## src/rtl/ascon_seq_pkg.sv

```systemverilog
// Shared types and constants for the Ascon batch sequencer.
// Holds the FSM state encoding, the status byte layout and the default parameter values.
package ascon_seq_pkg;

  localparam int DATA_WIDTH_DEF = 128;
  localparam int RUNS_WIDTH_DEF = 8;
  localparam int GAP_CYCLES_DEF = 16;

  typedef enum logic [2:0] {
    S_IDLE,
    S_LAUNCH,
    S_WAIT_TAG,
    S_DRAIN,
    S_GAP,
    S_DONE
  } seq_state_e;

  // Bit positions inside the status byte exposed as REG_CRYPT_STATUS.
  localparam int ST_BUSY     = 0;
  localparam int ST_STARTED  = 1;
  localparam int ST_CT_SEEN  = 2;
  localparam int ST_TAG_SEEN = 3;
  localparam int ST_DONE     = 4;
  localparam int ST_OVERFLOW = 5;

endpackage

```

## src/rtl/ascon_result_holdbuf.sv

```systemverilog
// Two-slot (ciphertext, tag) holding buffer that drains into the result FIFO, CT first.
// A strobe hitting an occupied slot is dropped and raises a sticky overflow flag.
module ascon_result_holdbuf
  import ascon_seq_pkg::*;
#(
  parameter int pDATA_WIDTH = DATA_WIDTH_DEF
) (
  input  logic                   clk,
  input  logic                   reset,
  input  logic                   flush,
  input  logic                   clear_overflow,
  input  logic                   capture_en,
  input  logic                   ct_valid,
  input  logic [pDATA_WIDTH-1:0] ct,
  input  logic                   tag_valid,
  input  logic [pDATA_WIDTH-1:0] tag,
  input  logic                   fifo_full,
  output logic                   fifo_wr_en,
  output logic [pDATA_WIDTH-1:0] fifo_wr_data,
  output logic                   empty_next,
  output logic                   overflow
);

  logic                   ct_full_q, tag_full_q;
  logic [pDATA_WIDTH-1:0] ct_q, tag_q;
  logic                   ct_take, tag_take, ct_pop, tag_pop;

  // NOTE: every signal gets a value before any branch so no latch can be inferred.
  always_comb begin
    fifo_wr_en   = (ct_full_q | tag_full_q) & ~fifo_full;
    fifo_wr_data = ct_full_q ? ct_q : tag_q;
    ct_pop       = fifo_wr_en & ct_full_q;
    tag_pop      = fifo_wr_en & ~ct_full_q;
    ct_take      = capture_en & ct_valid & ~ct_full_q;
    tag_take     = capture_en & tag_valid & ~tag_full_q;
    // Lets the sequencer leave DRAIN on the same cycle the last word goes out.
    empty_next   = ~((ct_full_q & ~ct_pop) | (tag_full_q & ~tag_pop));
  end

  // NOTE: sequential state uses non-blocking assignments only; the data slots are
  // reset as well so fifo_wr_data reads zero straight out of reset.
  always_ff @(posedge clk) begin
    if (reset) begin
      ct_full_q  <= 1'b0;
      tag_full_q <= 1'b0;
      ct_q       <= '0;
      tag_q      <= '0;
      overflow   <= 1'b0;
    end else begin
      if (clear_overflow) begin
        overflow <= 1'b0;
      end else if (capture_en & ((ct_valid & ct_full_q) | (tag_valid & tag_full_q))) begin
        overflow <= 1'b1;
      end

      if (flush) begin
        ct_full_q  <= 1'b0;
        tag_full_q <= 1'b0;
      end else begin
        if (ct_take) begin
          ct_full_q <= 1'b1;
          ct_q      <= ct;
        end else if (ct_pop) begin
          ct_full_q <= 1'b0;
        end
        if (tag_take) begin
          tag_full_q <= 1'b1;
          tag_q      <= tag;
        end else if (tag_pop) begin
          tag_full_q <= 1'b0;
        end
      end
    end
  end

endmodule

```

## src/rtl/ascon_batch_sequencer.sv

```systemverilog
// Runs the Ascon core through a batch of back-to-back encryptions, advancing the nonce,
// buffering CT/tag into the result FIFO and producing the scope trigger and status byte.
module ascon_batch_sequencer
  import ascon_seq_pkg::*;
#(
  parameter int pDATA_WIDTH = DATA_WIDTH_DEF,
  parameter int pRUNS_WIDTH = RUNS_WIDTH_DEF,
  parameter int pGAP_CYCLES = GAP_CYCLES_DEF
) (
  input  logic                   clk,
  input  logic                   reset,
  input  logic                   cfg_go,
  input  logic                   cfg_abort,
  input  logic [pRUNS_WIDTH-1:0] cfg_num_runs,
  input  logic                   cfg_nonce_inc,
  input  logic [pDATA_WIDTH-1:0] cfg_nonce,
  output logic                   core_start,
  output logic [pDATA_WIDTH-1:0] core_nonce,
  input  logic                   core_busy,
  input  logic                   core_ct_valid,
  input  logic [pDATA_WIDTH-1:0] core_ct,
  input  logic                   core_tag_valid,
  input  logic [pDATA_WIDTH-1:0] core_tag,
  output logic                   fifo_wr_en,
  output logic [pDATA_WIDTH-1:0] fifo_wr_data,
  input  logic                   fifo_full,
  output logic [pRUNS_WIDTH-1:0] run_idx,
  output logic                   trigger,
  output logic [7:0]             status
);

  localparam int GW = (pGAP_CYCLES > 1) ? $clog2(pGAP_CYCLES) : 1;

  seq_state_e             state_q, state_d;
  logic [pRUNS_WIDTH-1:0] run_idx_q, num_runs_q;
  logic [pDATA_WIDTH-1:0] base_q;
  logic                   inc_q;
  logic [GW-1:0]          gap_cnt_q;
  logic                   started_q, ct_seen_q, tag_seen_q;
  logic                   go_ok, last_run, drained, empty_next, overflow;

  assign go_ok    = cfg_go & ((state_q == S_IDLE) | (state_q == S_DONE));
  assign last_run = (run_idx_q + pRUNS_WIDTH'(1)) == num_runs_q;
  assign drained  = empty_next & ~core_busy;

  ascon_result_holdbuf #(.pDATA_WIDTH(pDATA_WIDTH)) u_holdbuf (
    .clk            (clk),
    .reset          (reset),
    .flush          (cfg_abort),
    .clear_overflow (go_ok),
    .capture_en     (state_q == S_WAIT_TAG),
    .ct_valid       (core_ct_valid),
    .ct             (core_ct),
    .tag_valid      (core_tag_valid),
    .tag            (core_tag),
    .fifo_full      (fifo_full),
    .fifo_wr_en     (fifo_wr_en),
    .fifo_wr_data   (fifo_wr_data),
    .empty_next     (empty_next),
    .overflow       (overflow)
  );

  always_comb begin
    state_d = state_q;
    if (cfg_abort) begin
      state_d = S_IDLE;
    end else begin
      unique case (state_q)
        S_IDLE, S_DONE: if (cfg_go) state_d = (cfg_num_runs == '0) ? S_DONE : S_LAUNCH;
        S_LAUNCH:       state_d = S_WAIT_TAG;
        S_WAIT_TAG:     if (core_tag_valid) state_d = S_DRAIN;
        S_DRAIN: begin
          if (drained) begin
            if (last_run)              state_d = S_DONE;
            else if (pGAP_CYCLES == 0) state_d = S_LAUNCH;
            else                       state_d = S_GAP;
          end
        end
        S_GAP:   if (gap_cnt_q == GW'(pGAP_CYCLES - 1)) state_d = S_LAUNCH;
        default: state_d = S_IDLE;
      endcase
    end
  end

  always_ff @(posedge clk) begin
    if (reset) begin
      state_q    <= S_IDLE;
      run_idx_q  <= '0;
      num_runs_q <= '0;
      base_q     <= '0;
      inc_q      <= 1'b0;
      gap_cnt_q  <= '0;
      started_q  <= 1'b0;
      ct_seen_q  <= 1'b0;
      tag_seen_q <= 1'b0;
    end else begin
      state_q <= state_d;

      if (go_ok) begin
        base_q     <= cfg_nonce;
        num_runs_q <= cfg_num_runs;
        inc_q      <= cfg_nonce_inc;
        run_idx_q  <= '0;
        started_q  <= 1'b0;
        ct_seen_q  <= 1'b0;
        tag_seen_q <= 1'b0;
      end

      if ((state_q == S_DRAIN) && drained && !last_run) run_idx_q <= run_idx_q + pRUNS_WIDTH'(1);

      if (state_q == S_GAP) gap_cnt_q <= gap_cnt_q + GW'(1);
      else                  gap_cnt_q <= '0;

      // core_started stays high while a run is in flight; the seen flags persist to the next launch.
      if (state_q == S_LAUNCH) begin
        started_q  <= 1'b1;
        ct_seen_q  <= 1'b0;
        tag_seen_q <= 1'b0;
      end else if (state_q == S_WAIT_TAG) begin
        if (core_ct_valid) ct_seen_q <= 1'b1;
        if (core_tag_valid) begin
          tag_seen_q <= 1'b1;
          started_q  <= 1'b0;
        end
      end
    end
  end

  assign core_start = (state_q == S_LAUNCH);
  assign trigger    = (state_q == S_LAUNCH) | (state_q == S_WAIT_TAG);
  assign run_idx    = run_idx_q;
  assign core_nonce = inc_q ? base_q + pDATA_WIDTH'(run_idx_q) : base_q;

  always_comb begin
    status              = '0;
    status[ST_BUSY]     = (state_q != S_IDLE) & (state_q != S_DONE);
    status[ST_STARTED]  = started_q;
    status[ST_CT_SEEN]  = ct_seen_q;
    status[ST_TAG_SEEN] = tag_seen_q;
    status[ST_DONE]     = (state_q == S_DONE);
    status[ST_OVERFLOW] = overflow;
  end

endmodule

```

## config.mk

```make
export PLATFORM = sky130hd
export DESIGN_NAME = ascon_batch_sequencer
export DESIGN_NICKNAME = d
export VERILOG_FILES = /design/src/rtl/ascon_seq_pkg.sv /design/src/rtl/ascon_result_holdbuf.sv /design/src/rtl/ascon_batch_sequencer.sv
export SDC_FILE = /design/constraint.sdc
export NUM_CORES = 1
export LEC_CHECK = 0
export CAP_MARGIN = 20
export CORE_AREA = 5 5 257 259
export CTS_CLUSTER_SIZE = 8
export DETAILED_ROUTE_END_ITERATION = 10
export DIE_AREA = 0 0 262 264
export GPL_ROUTABILITY_DRIVEN = 0
export PLACE_DENSITY = 0.63
export REMOVE_ABC_BUFFERS = 1
export SETUP_SLACK_MARGIN = 0.5
export SLEW_MARGIN = 0
export SYNTH_ARGS = -nofsm -noshare
export SYNTH_HDL_FRONTEND = slang
export SYNTH_SLANG_ARGS = --single-unit
```

## constraint.sdc

```tcl
create_clock -name clk -period 3.5 [get_ports clk]
set_input_delay 0.7 -clock clk [delete_from_list [all_inputs] [get_ports clk]]
set_output_delay 0.7 -clock clk [all_outputs]
set_load 0.02 [all_outputs]
```

==> out/results.md <==
* setup slack of the worst register-to-register path: 620 ps
* count of fill cells added during filler insertion: 5,996
* worst setup slack after layout: -217 ps
* number of warnings issued by yosys: 0
* number of max-slew violations in the final report: 0
* ys async rst share: 0
* CTS clk-pin slew, worst paths: 60 ps
* number of detailed-routing iterations run before antenna repair: 6
* Leakage Power: 14.1 nW
* synthesized netlist cell count: 2,540
* top_reg_cell synth: dfxtp_1
* count of state elements after synthesis: 414
* clk sinks: 414
* overall die height: 264 um
* worst slew pin tran: 981 ps
* internal power of the cells: 0.00867 W
* fraction of layout instances using a drive strength above 1: 0.251
* capturing point of the worst reg2reg path: run_idx[2]
* layout overhead on the synthesized area: 66.0%
* overall fraction of global-route tracks in use: 0.229
* relative max-transition margin: 0.346
* worst setup slack before clock tree synthesis: -90.7 ps
* hold worst-path end: gap_cnt_q[0]
* post-route antenna net violation count: 0
* commonest cells in the netlist: nand2_1, dfxtp_1, a21oi_1
* Layout Skew: 41.0 ps
* part of the total power dissipated in combinational logic: 0.147
* post-route cell area: 32,400 um^2
* antenna violations before repair: 20
* Power Dens Cells: 362 nW/um^2
* share of the yosys chip area belonging to registers: 0.425
* row count: 93
* synthesized area divided by synthesized cell count: 7.68 um^2
* number of hold-repair buffers added at the cts stage: 0
* status: complete, but fails checks
* largest vdd supply drop: 407 uV
* Die W: 262 um
* Post-DP HPWL: 60,600 um
* area enclosed by the die boundary: 69,200 um^2
* post-synth cell types: 55
* fmax: 0.269 GHz
* Critical Path RT: 2800 ps
* Port Buf Inserts: 673
* insertion delay to the later sink of the worst-skew pair: 610 ps
* part of the power in the clock network: 0.428
* Crit. End Element: primary output
* total via count in the routed design: 21.3k
* largest area contributor in the synthesized netlist: dfxtp_1
* switching fraction of total power: 0.261
* via count of the first global-routing pass: 20.6k
* instance count along the most critical hold path: 1
* Overflow after GRT: 0
* number of failing hold endpoints at the final stage: 0
* count of final setup violators: 94
* CTS tree: yes
* RSZ-0062 raised after global routing: yes
* cell at the root of the clock tree: clkbuf_16
* wire length of the first global-routing pass: 124,000 um
* cell with the most instances after synthesis: nand2_1
* number of design rule violations left after detail routing: 0
* effective utilization at floorplan: 0.307
* Fin Hold WS: 446 ps
* violation count after the first detailed-routing iteration: 1,387
* core area: 63,600 um^2
* type of the worst min-delay path: reg -> reg
* number of flops mapped to enable cells by yosys: 0
* violated checks: negative setup slack
* Max FO, Critical Path: 6
* area fraction of the dominant cell type after synthesis: 0.425
* data arrival time of the critical path: 3020 ps
* NetSw: 0.00307 W
* largest cells by area after synthesis: dfxtp_1, nand2_1, a21oi_1, mux2_2, xor2_1
* share of the cycle needed by the critical path after routing: 1.06
* Synth Cell Area: 19,500 um^2
* DP Cell Count: 4,098
* pin count of the biggest net entering global routing: 181
* Setup crit start kind: flop
* post-detailed-routing wire length: 86,700 um
* Reg-to-Reg Start: run_idx[1]
* maximum level of the CTS H-tree: 2
* startpoint of the worst hold path: gap_cnt_q[0]
* Register-to-Register Path Depth: 11
* final critical path time including I/O delays and setup: 3720 ps
* Via density: 5.02
* WL per Instance: 20.4 um
* Max-Cap Viols: 0
* Ports: 676
* final layout net count: 3,786
* type of the setup path with the least slack: reg -> out
* power consumption: 0.0117 W
* Placed Instance Area: 28,400 um^2
* CTS buffer count: 58
* count of non-filler cells in the finished layout: 4,245
* share of power burned in registers: 0.425
* number of buffers on the longest clock path: 3
-- worst max-delay path, cell delays in order (launching register included) --
cell and delay, ps:
dfxtp_2 330, and4_4 240, nand4_1 200, buf_6 200
nor4_4 240, buf_4 180, buf_6 100, nand3_4 60
buf_12 150, buf_4 150, nor4_4 140, xor2_1 230
buf_4 180
-- flip-flops by register name, indices dropped and copies added, names as in the netlist --
signal                cells
base_q                  128
u_holdbuf.ct_q          128
u_holdbuf.tag_q         128
num_runs_q                8
run_idx                   8
gap_cnt_q                 4
state_q                   3
ct_seen_q                 1
inc_q                     1
started_q                 1
tag_seen_q                1
u_holdbuf.ct_full_q       1
u_holdbuf.overflow        1
u_holdbuf.tag_full_q      1
-- cells in the final DEF, fill, tap and decap left out, drive strengths merged, types with 4 or more instances in the layout --
cell	netlist	layout
inv	36	37
and4	11	11
dlymetal6s2s	0	32
or3	14	14
a211oi	5	5
or2	5	5
nor2	54	54
nor3	71	71
a211o	5	5
a21o	7	7
ha	10	10
xor2	98	98
nor4	41	41
nand3	53	53
clkinv	0	4
a31oi	6	6
buf	25	403
o2111ai	4	4
dlygate4sd2	0	76
a21oi	407	407
xnor2	40	40
o21ai	10	10
dfxtp	414	414
and3	17	17
clkdlybuf4s50	0	437
mux2	135	135
nand4	28	28
diode	0	8
nor2b	5	5
clkbuf	152	65
nand2	855	855
-- through the flow --
step	setup TNS, ps	utilization
after floorplan	-1395320	-
after global placement	-1420	0.446
after detailed placement	-1890	0.446
after CTS	-5980	0.492
after global routing	-21760	0.509
final	-10040	0.509
-- area by class of cell --
| cell class | instances | area [um^2] | share of cell area |
|---|---|---|---|
| flip-flops and latches | 414 | 8330 | 0.257 |
| clock buffers | 63 | 1470 | 0.0454 |
| repair buffers | 950 | 9180 | 0.284 |
| well taps | 855 | 1070 | 0.0330 |
| diodes | 8 | 20.0 | 0.000618 |
| multi-input cells | 1914 | 12100 | 0.373 |
| inverters | 36 | 135 | 0.00417 |
| clock inverters | 5 | 78.8 | 0.00243 |
-- repair_timing --
action | in CTS | in global routing
endpoints found under the setup margin | 256 | 159
buffers inserted | 33 | 33
gates resized for setup | 1006 | 166
cloned | 3 | 2
pin swaps | 127 | 98
-- how the worst max path moves through the flow --
stage	start	to	slack, ps	cells after the start
floorplan	u_holdbuf.ct_full_q	u_holdbuf.ct_q[0]	-5560	3
global placement	base_q[0]	core_nonce[68]	-80	11
detailed placement	run_idx[0]	core_nonce[114]	-90	11
CTS	run_idx[0]	core_nonce[42]	-150	12
global route	base_q[1]	core_nonce[117]	-310	11
finish	base_q[22]	core_nonce[87]	-220	12
-- cells by family (layout without fill, tap and decap cells) --
group | Yosys count | after routing | share of synthesized area
buf+inv | 213 | 1054 | 0.0437
mux | 135 | 135 | 0.0779
simple gates | 1171 | 1171 | 0.261
fa+ha+maj | 11 | 11 | 0.00744
xor+xnor | 138 | 138 | 0.0619
flops | 414 | 414 | 0.425
compound gates | 457 | 457 | 0.123
other cells | 1 | 10 | 0.000192
-- routing by layer --
layer / up-vias / track usage / part of all wire
li1: 10100 / - / -
met1: 9953 / 0.262 / 0.36
met2: 955 / 0.395 / 0.49
met3: 224 / 0.0812 / 0.11
met4: 22 / 0.0769 / 0.040
met5: - / 0 / 0.0016
-- power groups by stage --
stage / clock, W / combinational, W / sequential [W]
2_1_floorplan: 0 / 0.000584 / 0.00508
3_3_place_gp: 0 / 0.00170 / 0.00506
3_5_place_dp: 0 / 0.00170 / 0.00507
4_1_cts: 0.00517 / 0.00169 / 0.00497
5_1_grt: 0.00535 / 0.00184 / 0.00500
6_report: 0.00502 / 0.00173 / 0.00499
No activity file was read; power rests on OpenSTA's default activity.
